===== src/rtl/axis_uart_arbiter.sv =====
// Packet-aware round-robin arbiter feeding one AXI-Stream UART transmit path.
// A grant lasts from the first beat to the last beat; a beat watchdog caps grant length.
module axis_uart_arbiter #(
    parameter int NUM_SRC   = 4,
    parameter int WIDTH     = 8,
    parameter int MAX_BEATS = 64
) (
    input  logic                       clk,
    input  logic                       rst,
    input  logic [NUM_SRC*WIDTH-1:0]   s_axis_data,
    input  logic [NUM_SRC-1:0]         s_axis_valid,
    input  logic [NUM_SRC-1:0]         s_axis_last,
    output logic [NUM_SRC-1:0]         s_axis_ready,
    output logic [WIDTH-1:0]           m_axis_data,
    output logic                       m_axis_valid,
    output logic                       m_axis_last,
    input  logic                       m_axis_ready,
    output logic [$clog2(NUM_SRC)-1:0] grant_id,
    output logic                       busy,
    output logic                       trunc_err
);

    localparam int GW = $clog2(NUM_SRC);
    localparam int CW = $clog2(MAX_BEATS);

    typedef enum logic {IDLE, XFER} state_t;

    state_t                         state, state_nxt;
    logic [GW-1:0]                  rr_ptr, winner, cand;
    logic [CW-1:0]                  beat_cnt;
    logic                           any_req, beat, cap_hit;
    logic [NUM_SRC-1:0][WIDTH-1:0]  src_data;

    assign src_data = s_axis_data;
    assign cap_hit  = (beat_cnt == CW'(MAX_BEATS - 1));
    assign beat     = m_axis_valid & m_axis_ready;
    assign busy     = (state == XFER);

    // Scan from farthest to nearest so the nearest requester after rr_ptr wins.
    always_comb begin
        winner  = '0;
        any_req = 1'b0;
        cand    = '0;
        for (int k = NUM_SRC; k >= 1; k--) begin
            cand = GW'((int'(rr_ptr) + k) % NUM_SRC);
            if (s_axis_valid[cand]) begin
                winner  = cand;
                any_req = 1'b1;
            end
        end
    end

    always_ff @(posedge clk or negedge rst) begin
        if (!rst) state <= IDLE;
        else      state <= state_nxt;
    end

    always_comb begin
        state_nxt    = state;
        s_axis_ready = '0;
        m_axis_data  = '0;
        m_axis_valid = 1'b0;
        m_axis_last  = 1'b0;
        case (state)
            IDLE: if (any_req) state_nxt = XFER;
            XFER: begin
                m_axis_data            = src_data[grant_id];
                m_axis_valid           = s_axis_valid[grant_id];
                m_axis_last            = s_axis_last[grant_id] | cap_hit;
                s_axis_ready[grant_id] = m_axis_ready;
                if (m_axis_valid && m_axis_ready && m_axis_last) state_nxt = IDLE;
            end
            default: state_nxt = IDLE;
        endcase
    end

    always_ff @(posedge clk or negedge rst) begin
        if (!rst) begin
            grant_id  <= '0;
            rr_ptr    <= GW'(NUM_SRC - 1);
            beat_cnt  <= '0;
            trunc_err <= 1'b0;
        end else begin
            if (state == IDLE && any_req) begin
                grant_id <= winner;
                beat_cnt <= '0;
            end
            if (beat) begin
                beat_cnt <= beat_cnt + CW'(1);
                if (m_axis_last) rr_ptr <= grant_id;
                // Forced release: the rest of the packet comes back as a new request.
                if (cap_hit && !s_axis_last[grant_id]) trunc_err <= 1'b1;
            end
        end
    end

endmodule


===== config.mk =====
export PLATFORM = sky130hd
export DESIGN_NAME = axis_uart_arbiter
export DESIGN_NICKNAME = d
export VERILOG_FILES = /design/src/rtl/axis_uart_arbiter.sv
export SDC_FILE = /design/constraint.sdc
export NUM_CORES = 1
export LEC_CHECK = 0
export BUFFER_PORTS_ARGS = -buffer_cell sky130_fd_sc_hd__buf_2
export CAP_MARGIN = 20
export CORE_MARGIN = 2
export CORE_UTILIZATION = 38
export DETAILED_ROUTE_END_ITERATION = 8
export PLACE_DENSITY = 0.84
export REMOVE_ABC_BUFFERS = 1
export SYNTH_ARGS = -nofsm -noshare
export SYNTH_HDL_FRONTEND = slang
export SYNTH_SLANG_ARGS = --single-unit

===== constraint.sdc =====
create_clock -name clk -period 1.68 [get_ports clk]
set_input_delay 0.336 -clock clk [delete_from_list [all_inputs] [get_ports clk]]
set_output_delay 0.336 -clock clk [all_outputs]
set_load 0.01 [all_outputs]

======== Word-level counts from Yosys, hierarchy flattened ========
Index checks and enable logic that the tools add are counted.
cells by class
  $add $sub $neg .......................... 5
  multiply operators ...................... 0
  div/mod/pow operators ................... 0
  order comparisons ....................... 6
  equality and inequality tests ........... 1
  shift-type cells ........................ 0
  mux-type cells .......................... 33
  bitwise gates (word level) .............. 4
  reduce and logical (&&, ||, !) cells .... 9
operators by type and width
  kind                   number
  $bmux W8 S2            1
  $mux W8                2
  $lt A2 B3 Y1 const B   5
  $mux W1                15
  $bmux W1 S2            6
  $mux W6                2
  $mux W2                4
  $add A6 B1 Y6 const B  1
  $eq A6 B6 Y1 const B   1
  $logic_and A1 B1 Y1    5
  $add A2 B1 Y2 const B  2
  $add A2 B2 Y2 const B  2
  $and A4 B4 Y4          1
  $mux W4                1
  $reduce_and A2 Y1      2
  $demux W1 S2           1
  $ge A2 B1 Y1 const B   1
  $pmux W1 S2            1
  $reduce_bool A2 Y1     1
  $and A1 B1 Y1          1
  $logic_not A1 Y1       1
  $not A1 Y1             1
  $or A1 B1 Y1           1
word-level totals
  flip-flop bits (word level) ............. 12
  bits in latches ......................... 0
  bits in writable memories ............... 0
  memory bits (read-only) ................. 0
  input port bits ......................... 43
  output and inout bits ................... 18
  logic and storage cells ................. 63
  memories ................................ 0

======== Longest topological paths before layout ========
Gate-level depths: netlist (run 1).
  depth in word-level cells ............... 10
  gate-level depth with buffers ........... 5
  gate-level depth less buffers ........... 5

======== Worst setup path after synthesis (run 1) ========
OpenSTA, ideal clock, no wires.
  path kind ............................... reg2out
  start point ............................. reg grant_id[0]
  end point ............................... out m_axis_data[0]
  arrival ................................. 1.481 ns
  data required time ...................... 1.344 ns
  setup slack ............................. -0.137 ns
  cell stages (with the launch flop) ...... 4
  cell sequence ........................... dfrtp_1 -> buf_2 -> mux4_2 -> and2_1
between the ends
  cells in the longest elaborated chain, start to end .. 3
RTL lines
  element                        RTL line  source
  from (decl)                    18        output logic [$clog2(NUM_SRC)-1:0] grant_id,
  from (signal assigned)         85        grant_id <= winner;
  $bmux W8 S2                    67        m_axis_data = src_data[grant_id];
  $mux W8 (implied by the code)  67
  $mux W8                        64        case (state)
  to (decl)                      14        output logic [WIDTH-1:0] m_axis_data,
Every way passes these cells. The select of a mux whose other input is x is not followed.

======== Worst setup path in the final report (run 1) ========
  start point ............................. reg grant_id[0]
  end point ............................... out m_axis_last
between the ends
  cells in the longest elaborated chain, start to end .. 4
RTL lines
  element                        RTL line  source
  $bmux W1 S2                    69        m_axis_last = s_axis_last[grant_id] | cap_hit;
  $mux W1 (implied by the code)  69
  $or A1 B1 Y1                   69
  $mux W1                        64
  to (decl)                      16        output logic m_axis_last,
Every way passes these cells. The select of a mux whose other input is x is not followed.

==> results of run 1 <==
==> state kept, by name, indices dropped and copies added (netlist names) <==
register   cells
beat_cnt       6
busy           1
grant_id       2
rr_ptr         2
trunc_err      1
==> power groups by stage <==
stage                     clock [uW]  combinational, uW  sequential (uW)
after global placement             0               1300              530
after CTS                        195               1430              540
after detailed placement           0               1350              539
after global routing             208               1570              564
after floorplan                    0                726              597
final                            190               1420              544
==> per-layer routing <==
metal / vias to the layer above / track usage [%] / routed length, um
met5: - / 0 / 0
met4: 0 / 10.0 / 59
met3: 7 / 2.73 / 251
met2: 52 / 35.3 / 1490
met1: 508 / 20.1 / 1000
li1: 514 / - / -
==> cell usage in the layout, fill, tap and decap left out, types with 2 or more instances in the layout <==
cell       n
o21ai_0    4
dfstp_2    2
nor2_1     6
dfrtp_2    2
mux4_2    10
nand3_1    8
o22ai_1    2
mux2i_1    3
o211ai_1   3
inv_1      4
clkbuf_4   3
nand2_1    8
or3_1      3
or2_2      2
buf_4     12
buf_2     60
dfrtp_1    8
a21oi_1    3
and2_1     9
==> synthesized netlist by cell type <==
master / n
nand3_4: 1
clkbuf_1: 4
a31o_2: 1
nand2_1: 8
ha_1: 1
inv_1: 5
a21oi_1: 3
and3_1: 1
dfrtp_1: 10
a21o_1: 1
mux4_2: 10
buf_2: 2
mux2_4: 1
nor3_1: 2
o211ai_1: 3
nor2_2: 1
nor4_1: 1
mux2i_1: 3
nor3b_1: 1
a31oi_2: 1
nand3_1: 8
or3_1: 3
and2_1: 9
dfstp_2: 2
o21ai_0: 4
o22ai_1: 2
nor2_1: 6
or2_2: 2
a41o_1: 1
o31a_1: 1
==> final timing paths <==
path | start | endpoint | slack, ns
setup / recovery | grant_id[0]$_DFFE_PN0P_ | m_axis_last | -0.31
hold / removal | s_axis_valid[2] | grant_id[1]$_DFFE_PN0P_ | 0.44
setup reg to reg | grant_id[0]$_DFFE_PN0P_ | rr_ptr[0]$_DFFE_PN1P_ | -0.10
hold reg to reg | trunc_err$_DFFE_PN0P_ | trunc_err$_DFFE_PN0P_ | 0.49
max in group asynchronous | rst | rr_ptr[0]$_DFFE_PN1P_ | 0.95
min in group asynchronous | rst | beat_cnt[0]$_DFFE_PN0P_ | 0.45
==> cells by family after synthesis <==
family | after synthesis | share of synthesized area, %
mux | 14 | 27.6
buf+inv | 11 | 4.46
fa+ha+maj | 1 | 1.28
simple gates | 43 | 23.9
flops | 12 | 30.9
compound gates | 17 | 12.0
==> final cells by class <==
cell class,instances,area (um^2)
clock buffers,4,26.3
well taps,30,37.5
inverters,5,18.8
flip-flops and latches,12,305
repair buffers,74,420
multi-input cells,76,658
fillers,203,988
==> through the flow <==
step | instance area, um^2 | total power (uW) | setup TNS [ns] | cells | hold slack [ns]
after global routing | 1470 | 2340 | -4.79 | 201 | 0.477
after floorplan | 956 | 1320 | -3.46 | 92 | 0.0404
after CTS | 1460 | 2160 | -3.36 | 201 | 0.443
final | 1470 | 2150 | -3.02 | 201 | 0.439
after global placement | 1380 | 1830 | -0.0848 | 192 | 0.221
after detailed placement | 1380 | 1890 | -0.143 | 192 | 0.226
==> what timing repair did <==
action                                 in CTS  in global routing
hold buffers                                1                  0
setup endpoints to repair                  19                 22
gates cloned                                1                  0
gates resized for setup                     2                  3
setup buffers                               3                  0
pin swaps                                   1                  0
endpoints found under the hold margin      10                  0
==> critical path: cells and delay by family (launching register included) <==
family | cells | cell delay (ns)
multiplexers | 1 | 0.54
flip-flops | 1 | 0.36
buffers and inverters | 2 | 0.25
AO/OA/AOI/OAI | 1 | 0.17
AND/OR/NAND/NOR | 1 | 0.05
==> reports/metrics.yaml, run 1 <==
worst_setup_path:
  critical_path_required_ns: 1.34
  crit_chain: "buf_4 -> mux4_2 -> a31oi_4 -> nor2_1 -> buf_2"
  worst_path_max_delay_cell: "mux4_2"
  cp.arrival_ns: 1.65
  crit_path_end_kind: "output port"
  max_stage_delay_ns: 0.54
  ff2ff_path_depth: 7
  crit_type: "register to output port"
  start_kind: "register"
  cp_max_fo: 3
placement:
  dpl_worst_slack_ns: -0.0645
  gp_congestion: 0.844
  hpwl_mm: 2.25
  io_buffer_count: 60
pwr:
  leakagePower_uw: 0.000727
  p_int_uw: 1280
  pwr-share-seq_pct: 25.2
  clock_power_share_pct: 8.8
  p_per_area_nw_per_um2: 1470
  p_sw_uw: 872
  combPwrFrac_pct: 65.9
  p_sw_share_pct: 40.5
  irDropWorstVdd_mv: 0.750
route:
  firstDrtPassIters: 4
  ant_nets: 0
  wl_mm: 2.81
  post-route-drc-count: 0
  vias: 1081
  drt-vias-per-instance: 5.38
  routedWlPerCell_um: 14.0
  drt_iter0_markers: 12
floorplan:
  core_area_um2: 2450
  die_y_um: 54.8
  start_util_pct: 40.0
  die_w_um: 54.8
  io-pin-count: 61
  rows: 18
  die-area_um2: 3000
global_routing:
  track_usage_pct: 18.9
  antenna_found_initial: 0
  grt_start_max_net_pins: 18
  grt_pass1_vias: 912
  grt_overflow: 0
  grt_pass1_wl_mm: 3.90
sta:
  hold_viol_final: 0
  period_share_pct: 118
  tightest_slew_ns: 0.344
  clock.fmax_ghz: 0.502
  final_max_slew_viol_count: 0
  period_minus_slack_ns: 1.99
  layout_setup_ws_ns: -0.310
  slew_headroom_pct: 76.8
  fin_skew_ns: 0.00879
  rsz0062_at_grt: "true"
  setup_violations: 18
synthesis:
  ys_top_cells_by_area: "dfrtp_1 (26%), mux4_2 (23%), and2_1 (5.7%), dfstp_2 (5.4%), nand3_1 (4.1%)"
  syn_inst: 98
  ys_ff_latch: 12
  synth_top_cell_area_share_pct: 25.5
  synth_warnings: 0
  yosysSeqAreaShare_pct: 30.9
  synth_area_per_cell_um2: 10.0
  synthesis.area_um2: 981
  ys_types: 30
  synth_area_leader_cell: "dfrtp_1"
clock_network:
  h-tree-depth: 1
  cts_tree: "yes"
  cts.sinks: 12
  clk_latency_ns: 0.28
  cts_buffers: 3
  clk_pin_slew_ns: 0.07
  cts_root_buf: "clkbuf_4"
  cts_buffer_depth: 2
run:
  drv_cap: 0
final_layout:
  nets: 216
  drive_above_1_share_pct: 58.5
  syn_to_final_growth_pct: 49.5
  utilization_pct: 59.7
  antennaDiodeCount: 0
min_path:
  holdPathStages: 3
  hp-class: "primary input to register"
status:
  violations: "setup timing"
  status: "finished, violations left"
Note: power is estimated with default switching activity, not from simulation.
==> run 2, diff against run 1 <==
--- a/config.mk
+++ b/config.mk
@@ -5,12 +5,13 @@
 export SDC_FILE = /design/constraint.sdc
 export NUM_CORES = 1
 export LEC_CHECK = 0
+export ABC_AREA = 1
 export BUFFER_PORTS_ARGS = -buffer_cell sky130_fd_sc_hd__buf_2
 export CAP_MARGIN = 20
 export CORE_MARGIN = 2
-export CORE_UTILIZATION = 38
+export CORE_UTILIZATION = 40
 export DETAILED_ROUTE_END_ITERATION = 8
-export PLACE_DENSITY = 0.84
+export PLACE_DENSITY = 0.85
 export REMOVE_ABC_BUFFERS = 1
 export SYNTH_ARGS = -nofsm -noshare
 export SYNTH_HDL_FRONTEND = slang
==> run 2 against run 1 <==
The run still ends with setup timing left. Combinational power rose by 49%. Largest power group unchanged. Global-route usage rose by 2.1 points. Final cell count increased by 39%. Critical endpoint is now m_axis_data[2]. Wire length up 18%. Sequential power up 3%.
==> reports/metrics.yaml, run 2 <==
status:
  status: "finished, violations left"
  violations: "setup timing"
global_routing:
  track_usage_pct: 21.0  # +2.1 points
  grt_overflow: 0  # unchanged
  antenna_found_initial: 0  # unchanged
  grt_pass1_vias: 1306  # +43%
  grt_start_max_net_pins: 13  # -5
  grt_pass1_wl_mm: 5.41  # +39%
final_layout:
  nets: 295  # +37%
  reg_top3: "beat_cnt x6, grant_id x2, rr_ptr x2"
  antennaDiodeCount: 0  # unchanged
  syn_to_final_growth_pct: 56.5
  drive_above_1_share_pct: 46.8  # -12 points
  final_common_cell: "nand2_1"
  largest_reg_flops: 6  # unchanged
  largest_register: "beat_cnt"
  mostFrequentLayoutCells: "nand2_1 (61), buf_2 (60), buf_4 (18)"
  final_cells: 280  # +39%
sta:
  hold_viol_final: 0  # unchanged
  clock.fmax_ghz: 0.543  # +8.1%
  tightest_slew_ns: 0.296  # -0.0484 ns
  rsz0062_at_grt: "true"
  fin_skew_ns: 0.00300  # -0.00580 ns
  layout_setup_ws_ns: -0.161  # +0.149 ns
  final_max_slew_viol_count: 0  # unchanged
  period_share_pct: 110  # -8.9 points
  hold_ws_ns: 0.468  # +0.0282 ns
  slew_headroom_pct: 80.2  # +3.3 points
  period_minus_slack_ns: 1.84  # -0.149 ns
  setup_violations: 12  # -6
pwr:
  leakagePower_uw: 0.000925  # +27%
  irDropWorstVdd_mv: 0.923  # +23%
  p_per_area_nw_per_um2: 1700  # +16%
route:
  firstDrtPassIters: 4  # unchanged
  drt-vias-per-instance: 5.05  # -6.1%
  post-route-drc-count: 0  # unchanged
  vias: 1414  # +31%
  ant_nets: 0  # unchanged
  wl_mm: 3.31  # +18%
  drt_iter0_markers: 70  # +58
  routedWlPerCell_um: 11.8  # -15%
synthesis:
  synth.area.mux_share_pct: 0  # -28 points
  ys_ff_latch: 12  # unchanged
  synthAdderAreaFrac_pct: 1.15  # -0.13 points
  yosysSeqAreaShare_pct: 27.8  # -3.1 points
  synth_top_family_by_area: "simple AND/OR/NAND/NOR gates"
  ys_top_cells_by_area: "dfrtp_1 (23%), nand2_1 (22%), nand3_1 (5.5%), a22oi_1 (5.5%), dfstp_2 (4.8%)"
  synth_commonest_cells: "nand2_1 (63), inv_1 (14), nand3_1 (12)"
  synth_edf_count: 0  # unchanged
  synth_xor_area_share_pct: 3.21  # +3.2 points
  syn_inst: 164  # +67%
  synthesis.area_um2: 1090  # +11%
  synth_ff_type: "dfrtp_1"
  synth-compound-area-share_pct: 20.3  # +8.3 points
  ys_types: 30  # unchanged
  synthSimpleGateAreaFrac_pct: 38.9  # +15 points
  synth_top_cell_area_share_pct: 22.9  # -2.6 points
  synth_warnings: 0  # unchanged
  synth_area_leader_cell: "dfrtp_1"
  yosysMostFrequentCell: "nand2_1"
  synth_async_sr_flop_share_pct: 100  # unchanged
  synth_area_per_cell_um2: 6.65  # -34%
floorplan:
  core_area_um2: 2520  # +2.8%
  die-area_um2: 3160  # +5.2%
  die_w_um: 56.2  # +2.6%
  start_util_pct: 43.3  # +3.3 points
  die_y_um: 56.2  # +2.6%
  io-pin-count: 61  # unchanged
  rows: 18  # unchanged
worst_setup_path:
  crit_path_end_kind: "output port"
  path_buf_inv: 2  # unchanged
  worst_path_dominant_cell_family: "flip-flops"
  r2r_start: "grant_id[1]$_DFFE_PN0P_"
  critical_path_required_ns: 1.34  # about the same
  worst_path_max_delay_cell: "dfrtp_2"
  cp_max_fo: 6  # +3
  crit_type: "register to output port"
  start_kind: "register"
  max_stage_delay_ns: 0.49  # -0.05 ns
  cp.arrival_ns: 1.50  # -0.15 ns
  startpoint: "grant_id[0]$_DFFE_PN0P_"
  crit_chain: "nor2_4 -> buf_4 -> nand2_1 -> a31oi_1 -> buf_2"
run:
  drv_cap: 0  # unchanged
clock_network:
  cts_tree: "yes"
  cts.sinks: 12  # unchanged
  cts_buffers: 3  # unchanged
  cts_buffer_depth: 2  # unchanged
  h-tree-depth: 1  # unchanged
  cts_root_buf: "clkbuf_4"
  clk_latency_ns: 0.28  # about the same
  clk_pin_slew_ns: 0.08  # about the same
placement:
  dpl_worst_slack_ns: 0.0638  # +0.128 ns
  io_buffer_count: 60  # unchanged
  hpwl_mm: 2.44  # +8.4%
  dp.cells: 261  # +36%
  gp_congestion: 0.836  # -1.0%
min_path:
  hp-class: "primary input to async pin"
run 2: cell count changes in the layout (fill, tap and decap cells not counted), sizes merged, moves of 9 or more:
cell   before  now
nand2       8   68
and2        9    0
buf        73   82
inv         5   17
mux4       10    0
a22oi       0    9
run 2: path summary, 6_finish.rpt:
check	endpoint	slack [ns]	cells after the start
worst max-delay path	m_axis_data[2]	-0.16	5
worst min-delay path	beat_cnt[5]$_DFFE_PN0P_	0.47	2
worst max register to register	trunc_err$_DFFE_PN0P_	-0.02	9
worst min register to register	trunc_err$_DFFE_PN0P_	0.47	1
max in group asynchronous	rr_ptr[0]$_DFFE_PN1P_	0.93	2
min in group clk	trunc_err$_DFFE_PN0P_	0.47	1
run 2: cell type report:
class / count / area [um^2]
fillers: 208 / 815
inverters: 19 / 78.8
repair buffers: 83 / 499
clock buffers: 4 / 36.3
well taps: 30 / 37.5
multi-input cells: 131 / 744
repair inverters: 1 / 7.51
flip-flops and latches: 12 / 304
run 2: cell families (layout without fill, tap and decap cells):
kind of cell / after synthesis / count (layout)
simple gates: 95 / 95
flops: 12 / 12
fa+ha+maj: 1 / 1
compound gates: 31 / 31
buf+inv: 21 / 107
xor+xnor: 4 / 4
run 2: power breakdown:
group | internal (uW) | switching, uW
clock | 132 | 103
sequential | 412 | 149
combinational | 986 | 1130
total | 1530 | 1380
run 2: metal layers:
metal / share of wire [%] / vias up / GRT usage [%] / wire [um]
met1: 41 / 639 / 24.8 / 1360
met3: 8.5 / 5 / 5.12 / 282
met5: 0 / - / 0 / 0
met4: 1.2 / 0 / 7.82 / 40
li1: - / 717 / - / -
met2: 49 / 53 / 36.3 / 1630
run 2: through the flow:
step	total power, uW	TNS, ns	utilization (%)	area [um^2]
6_report	2910	-1.33	67.7	1710
3_5_place_dp	2320	0	59.1	1490
4_1_cts	2730	-1.34	64.2	1620
2_1_floorplan	1660	0	-	1070
5_1_grt	3190	-2.98	67.7	1710
3_3_place_gp	2290	0	59.1	1490
run 2: what timing repair did:
action,4_1_cts,5_1_grt
pin swaps,5,6
hold endpoints to repair,10,0
hold buffers,1,0
endpoints found under the setup margin,10,18
gates cloned,0,1
resized for setup,7,13
setup buffers,8,5
==> run 3, diff against run 2 <==
==> constraint.sdc (replaced) <==
create_clock -name clk -period 1.65 [get_ports clk]
set_input_delay 0.33 -clock clk [delete_from_list [all_inputs] [get_ports clk]]
set_output_delay 0.33 -clock clk [all_outputs]
set_load 0.01 [all_outputs]
==> run 3 against run 2 <==
The run still ends with setup timing left. Power fell by 2.2%. Flip-flop and latch count did not move. Final cell count decreased by 1.1%. Count of clock-buffer cells in the layout stayed put. Non-clock buffer count down 2. Critical path type unchanged. Largest cell class unchanged.
==> reports/metrics.yaml, run 3 (same netlist as run 2, synthesis figures left out) <==
status:
  status: "finished, violations left"
  violations: "setup timing"
floorplan:
  io-pin-count: 61  # unchanged
  core_area_um2: 2520  # unchanged
  start_util_pct: 43.3  # unchanged
  die-area_um2: 3160  # unchanged
  rows: 18  # unchanged
  die_y_um: 56.2  # unchanged
  die_w_um: 56.2  # unchanged
worst_setup_path:
  critical_path_required_ns: 1.32  # -0.02 ns
  cp_max_fo: 4  # -2
  cp.arrival_ns: 1.57  # +0.07 ns
  crit_path_end_kind: "output port"
  worst_path_max_delay_cell: "dfrtp_1"
  max_stage_delay_ns: 0.43  # -0.06 ns
  crit_type: "register to output port"
  start_kind: "register"
  crit_chain: "inv_2 -> nand2_2 -> buf_4 -> o21ai_4 -> nor2_1 -> nor2_1 -> buf_2"
  path_common_cell: "nor2_1"
clock_network:
  cts_buffer_depth: 2  # unchanged
  cts_root_buf: "clkbuf_4"
  cts_tree: "yes"
  clk_pin_slew_ns: 0.08  # about the same
  cts_buffers: 3  # unchanged
  clk_latency_ns: 0.28  # about the same
  h-tree-depth: 1  # unchanged
  cts.sinks: 12  # unchanged
pwr:
  design_power_total_uw: 2850  # -2.2%
  leakagePower_uw: 0.000899  # -2.8%
  irDropWorstVdd_mv: 1.15  # +24%
  p_per_area_nw_per_um2: 1710  # about the same
final_layout:
  antennaDiodeCount: 0  # unchanged
  final_cells: 277  # -1.1%
  nets: 292  # -1.0%
  largest_reg_flops: 6  # unchanged
  largest_register: "beat_cnt"
  syn_to_final_growth_pct: 53.0
  reg_top3: "beat_cnt x6, grant_id x2, rr_ptr x2"
  final_common_cell: "nand2_1"
  drive_above_1_share_pct: 45.3  # -1.5 points
  mostFrequentLayoutCells: "nand2_1 (61), buf_2 (60), buf_4 (16)"
placement:
  dp.cells: 262  # +0.38%
  gp_congestion: 0.828  # -0.86%
  io_buffer_count: 60  # unchanged
  hpwl_mm: 2.52  # +3.4%
global_routing:
  grt_pass1_vias: 1257  # -3.8%
  grt_pass1_wl_mm: 5.35  # -1.0%
  track_usage_pct: 20.5  # -0.41 points
  grt_start_max_net_pins: 13  # unchanged
  antenna_found_initial: 0  # unchanged
  grt_overflow: 0  # unchanged
min_path:
  hp-class: "primary input to async pin"
route:
  drt-vias-per-instance: 5.03  # -0.42%
  routedWlPerCell_um: 12.0  # +1.6%
  post-route-drc-count: 0  # unchanged
  vias: 1393  # -1.5%
  ant_nets: 0  # unchanged
  drt_iter0_markers: 60  # -14%
  wl_mm: 3.33  # +0.51%
  firstDrtPassIters: 5  # +1
sta:
  tightest_slew_ns: 0.335  # +0.0393 ns
  period_share_pct: 115
  fin_skew_ns: 0.0163  # +0.0133 ns
  final_max_slew_viol_count: 0  # unchanged
  rsz0062_at_grt: "true"
  layout_setup_ws_ns: -0.248  # -0.0874 ns
  clock.fmax_ghz: 0.527
  slew_headroom_pct: 77.4  # -2.7 points
  period_minus_slack_ns: 1.90
  hold_viol_final: 0  # unchanged
  setup_violations: 11  # -1
run:
  drv_cap: 0  # unchanged
-- run 3: final cells by class --
cell class	instances	area (um^2)
clock buffer	4	26.3
fill	231	853
inverter	19	78.8
multi-input combinational	131	738
sequential	12	304
tap	30	37.5
timing repair buffer	81	484
-- run 3: worst max-delay path: cells and delay by family, from the launching register on --
kind,cells,cell delay [ns]
compound gates,1,0.15
flops,1,0.43
simple gates,3,0.28
buf+inv,3,0.45
-- run 3: routing by layer --
layer / up-vias / global-route usage [%] / part of all wire (%)
met5: - / 0 / 0
met4: 0 / 2.38 / 0.69
met3: 2 / 6.28 / 9.0
met2: 66 / 37.1 / 49
met1: 610 / 24.5 / 41
li1: 715 / - / -
-- run 3: final timing paths --
kind / slack, ns / to / cells after the start / from
worst max-delay path: -0.25 / m_axis_valid / 7 / grant_id[1]$_DFFE_PN0P_
worst min-delay path: 0.45 / trunc_err$_DFFE_PN0P_ / 2 / rst
worst max register to register: 0.07 / trunc_err$_DFFE_PN0P_ / 8 / grant_id[1]$_DFFE_PN0P_
worst min register to register: 0.48 / trunc_err$_DFFE_PN0P_ / 1 / trunc_err$_DFFE_PN0P_
max in group asynchronous: 0.91 / rr_ptr[1]$_DFFE_PN1P_ / 2 / rst
min in group clk: 0.48 / trunc_err$_DFFE_PN0P_ / 1 / trunc_err$_DFFE_PN0P_
-- run 3: where the power goes --
part	switching, uW	internal [uW]
clock	98.5	93.7
combinational	1140	946
sequential	146	420
-- run 3: through the flow --
stage               TNS [ns]  util (%)  cell area [um^2]  worst slack [ns]  hold slack, ns
finish                 -2.11      66.2              1670            -0.248           0.447
CTS                    -1.91      63.5              1600            -0.201           0.454
detailed placement         0      59.4              1500            0.0275           0.221
floorplan                  0         -              1070             0.113          0.0344
global route           -3.21      66.2              1670            -0.340           0.470
global placement           0      59.4              1500            0.0852           0.217
-- run 3: repair_timing --
action,CTS,global route
endpoints found under the setup margin,11,22
hold buffers,1,0
gates resized for setup,6,11
pin swaps,4,5
buffers inserted,7,4
endpoints found under the hold margin,10,0
